### config.mk
export PLATFORM = sky130hd
export DESIGN_NAME = and_gate_unit
export DESIGN_NICKNAME = d
export VERILOG_FILES = /design/src/rtl/and_gate_unit.sv
export SDC_FILE = /design/constraint.sdc
export NUM_CORES = 1
export LEC_CHECK = 0
export ABC_AREA = 1
export BUFFER_PORTS_ARGS = -buffer_cell sky130_fd_sc_hd__buf_2
export CORE_AREA = 2 2 39 41
export DETAILED_ROUTE_END_ITERATION = 10
export DIE_AREA = 0 0 41 43
export PLACE_DENSITY_LB_ADDON = 0.05
export SLEW_MARGIN = 20
export SYNTH_ARGS = -nofsm -noshare
export SYNTH_HDL_FRONTEND = slang
export SYNTH_SLANG_ARGS = --single-unit
export TNS_END_PERCENT = 50
### constraint.sdc
create_clock -name clk -period 1.14 [get_ports clk]
set_input_delay 0.228 -clock clk [delete_from_list [all_inputs] [get_ports clk]]
set_output_delay 0.228 -clock clk [all_outputs]
set_load 0.01 [all_outputs]
### src/rtl/and_gate_unit.sv
// Registered bitwise-AND slice of the integer ALU with zero/negative status flags.
// One accepted operand pair per cycle, result and flags visible one clock later.
module and_gate_unit #(
    parameter int WIDTH = 4
) (
    input  logic             clk,
    input  logic             rst,
    input  logic             in_valid,
    input  logic [WIDTH-1:0] A,
    input  logic [WIDTH-1:0] B,
    output logic [WIDTH-1:0] result,
    output logic             out_valid,
    output logic             zero,
    output logic             negative
);

    logic [WIDTH-1:0] w_and;
    logic [WIDTH-1:0] r_result;
    logic             r_zero;
    logic             r_negative;
    logic             r_out_valid;

    assign w_and = A & B;

    // Data flops only load on accept, so operand values seen while idle never reach the outputs.
    always_ff @(posedge clk) begin
        if (rst) begin
            r_result    <= '0;
            r_zero      <= 1'b1;
            r_negative  <= 1'b0;
            r_out_valid <= 1'b0;
        end else begin
            r_out_valid <= in_valid;
            if (in_valid) begin
                r_result   <= w_and;
                r_zero     <= ~(|w_and);
                r_negative <= w_and[WIDTH-1];
            end
        end
    end

    assign result    = r_result;
    assign zero      = r_zero;
    assign negative  = r_negative;
    assign out_valid = r_out_valid;

endmodule

==> summary.txt <==
Timing
  • Final worst path period share: 83.4%
  • RSZ-0062 raised after global routing: no
  • Hold slack: 0.183 ns
  • Worst-Margin Slew: 0.146 ns
  • Clk_skew: 0 ns
  • Relative slew slack: 90.2%
  • Final Max Tran Viols: 0
  • Peak Freq: 1050 MHz
  • Setup TNS Final: 0 ns
  • Final hold violation count: 0
  • Min cycle time layout: 0.951 ns
  • Final setup violating endpoints: 0

Setup path
  • CP Capture Type: primary output
  • Worst Reg-to-Reg Cells: 2
  • CP max stage cell: dfxtp_1
  • Crit-path cells: buf_2
  • RR Endpoint: result[2]
  • Levels on crit path: 1
  • Crit path from: zero
  • Startpoint Class: register
  • Worst path buffer plus inverter count: 1
  • CP delay by family, top: flip-flops
  • CP peak stage delay: 0.34 ns
  • Crit Path Class: register to primary output
  • Worst Setup EP: zero
  • R2R Setup Slk: 0.51 ns
  • Worst EP required: 0.91 ns
  • Arrival @ worst endpoint: 0.72 ns
  • CP Max Fanout: 2
  • Worst r2r src: result[2]

Yosys
  • Post-synthesis mux area share: 0%
  • Post-synthesis sequential area ratio: 49.0%
  • Synth Area in Simple Gates: 17.3%
  • Synth top area share: 49.0%
  • Mean Syn Cell Area: 7.91 um2
  • Yosys warning count: 0
  • Top post-synthesis cells by area: dfxtp_1 49%, nand2_1 11%, a21oi_1 8.2%
  • Count of cell types in the netlist: 11
  • Compound-Gate Fraction of Synth Area: 19.9%
  • Main combinational cell family by area after synthesis: compound AO/OA/AOI/OAI gates
  • Synth Instances: 31
  • Adder-Cell Fraction of Synth Area: 0%
  • Synth area leader: dfxtp_1
  • FF+latch count, synth: 6
  • Mapped cell area: 245 um2
  • Post-Syn Nets: 42
  • XOR/XNOR share of the synthesized area: 0%

Detailed routing
  • Vias/cell: 3.86
  • DRT Pass-1 Iters: 4
  • Wire per inst: 8.37 um
  • DRC viols: 0
  • Post-route ant nets: 0
  • DRT iter0 DRCs: 2
  • Total Wirelength: 544 um
  • Vias: 251

Place
  • Port bufs: 17
  • Post-DP HPWL: 442 um
  • Placed cells: 62
  • Routability cong.: 0.612

Global routing
  • First-pass GRT wire length: 986 um
  • Total gr overflow: 0
  • Largest net degree at the start of global routing: 11
  • GRT Total Usage: 8.73%
  • Number of global-route vias before repair: 240
  • Initial antenna violation count: 0

Clock network
  • Root Buffer Master: clkbuf_4
  • Clock latency on the worst-skew pair: 0.24 ns
  • Num CTS Buffers: 3
  • CTS clk-pin slew, worst paths: 0.04 ns
  • Clock Tree Buf Depth: 2
  • Hold-fix buffers, CTS: 0
  • Gates resized, CTS repair: 0
  • Sink Count: 6
  • CTS H-Tree Depth: 1
  • Setup Fix Bufs, Post-CTS: 0
  • CTS tree: done

Floorplan
  • IO Pins: 18
  • DIE AREA: 0.00176 mm2
  • Die width: 41 um
  • Initial Utilization: 17.7%
  • Core Region: 0.00138 mm2
  • Die H: 43 um
  • Core Rows: 14

Power
  • Peak VDD IR: 0.000487 V
  • Pwr/cell area: 1400 mW/mm2
  • LEAKAGE: 0.196 nW

Layout
  • # nets final: 62
  • Antenna cells: 0
  • Layout area overhead: 44.4%
  • Finished Layout Cells: 65
  • Post-layout util: 25.6%
  • Layout cells sized above 1: 46.9%

Min path
  • Worst Hold Class: input pin to register

Outcome
  • Status: finished clean

Job
  • Max-Cap Viols: 0
==> power breakdown <==
part | leakage [nW] | total, mW | switching [mW] | internal, mW
combinational | 0.132 | 0.0721 | 0.0382 | 0.0339
clock | 0.0138 | 0.192 | 0.0735 | 0.119
sequential | 0.0498 | 0.231 | 0.00628 | 0.224
total | 0.196 | 0.495 | 0.118 | 0.377
==> layout by cell type (no fill, tap or decap) <==
cell / synthesis / routed
a21oi_1: 4 / 4
a21oi_2: 1 / 1
buf_2: 0 / 17
clkbuf_4: 0 / 3
dfxtp_1: 6 / 6
inv_1: 4 / 4
nand2_1: 7 / 7
nand2_2: 1 / 1
nor2_1: 1 / 1
nor2_2: 1 / 1
o21ai_0: 4 / 4
==> cell usage after synthesis <==
| cell | n |
|---|---|
| o21ai_0 | 4 |
| a21oi_1 | 4 |
| a21oi_2 | 1 |
| buf_6 | 1 |
| nand2_2 | 1 |
| dfxtp_1 | 6 |
| buf_4 | 1 |
| nor2_1 | 1 |
| inv_1 | 4 |
| nor2_2 | 1 |
| nand2_1 | 7 |
==> worst reg2reg max path: stages (launching register included) <==
cell and delay, ns:
dfxtp_1 0.30, o21ai_0 0.16, a21oi_1 0.06
==> metal layers <==
metal / routed length (um) / track usage (%) / up-vias
li1: - / - / 134
met3: 70 / 7.33 / 0
met4: 0 / 4.00 / 0
met5: 0 / 0 / -
met2: 226 / 11.6 / 14
met1: 248 / 9.65 / 103
==> sequential cells by signal, indices dropped and copies added (netlist names) <==
| register | cells |
|---|---|
| result | 4 |
| out_valid | 1 |
| zero | 1 |
==> how the worst min path moves through the flow <==
stage                     from         to  cells past startpoint
final                      rst  out_valid                      2
after global routing       rst  out_valid                      2
after CTS                  rst  out_valid                      2
after detailed placement   rst  out_valid                      2
after global placement     rst  out_valid                      2
after floorplan            rst  out_valid                      1
==> metrics by stage <==
stage,worst slack [ns],area [um2],total power [mW]
after floorplan,0.411,245,0.277
after global placement,0.386,332,0.308
after detailed placement,0.373,332,0.308
after CTS,0.171,354,0.512
after global routing,0.125,354,0.538
final,0.189,354,0.495
==> cell type report <==
cell class	instances	area, um2
Fill cell	156	1030
Inverter	4	15.0
Tap cell	16	20.0
Multi-Input combinational cell	19	91.3
Clock buffer	3	22.5
Sequential cell	6	120
Timing Repair Buffer	17	85.1
==> kinds of logic after synthesis <==
group           count (synthesis)
buf+inv                         6
simple gates                   10
flops                           6
compound gates                  9
Note: power is estimated with default switching activity, not from simulation.
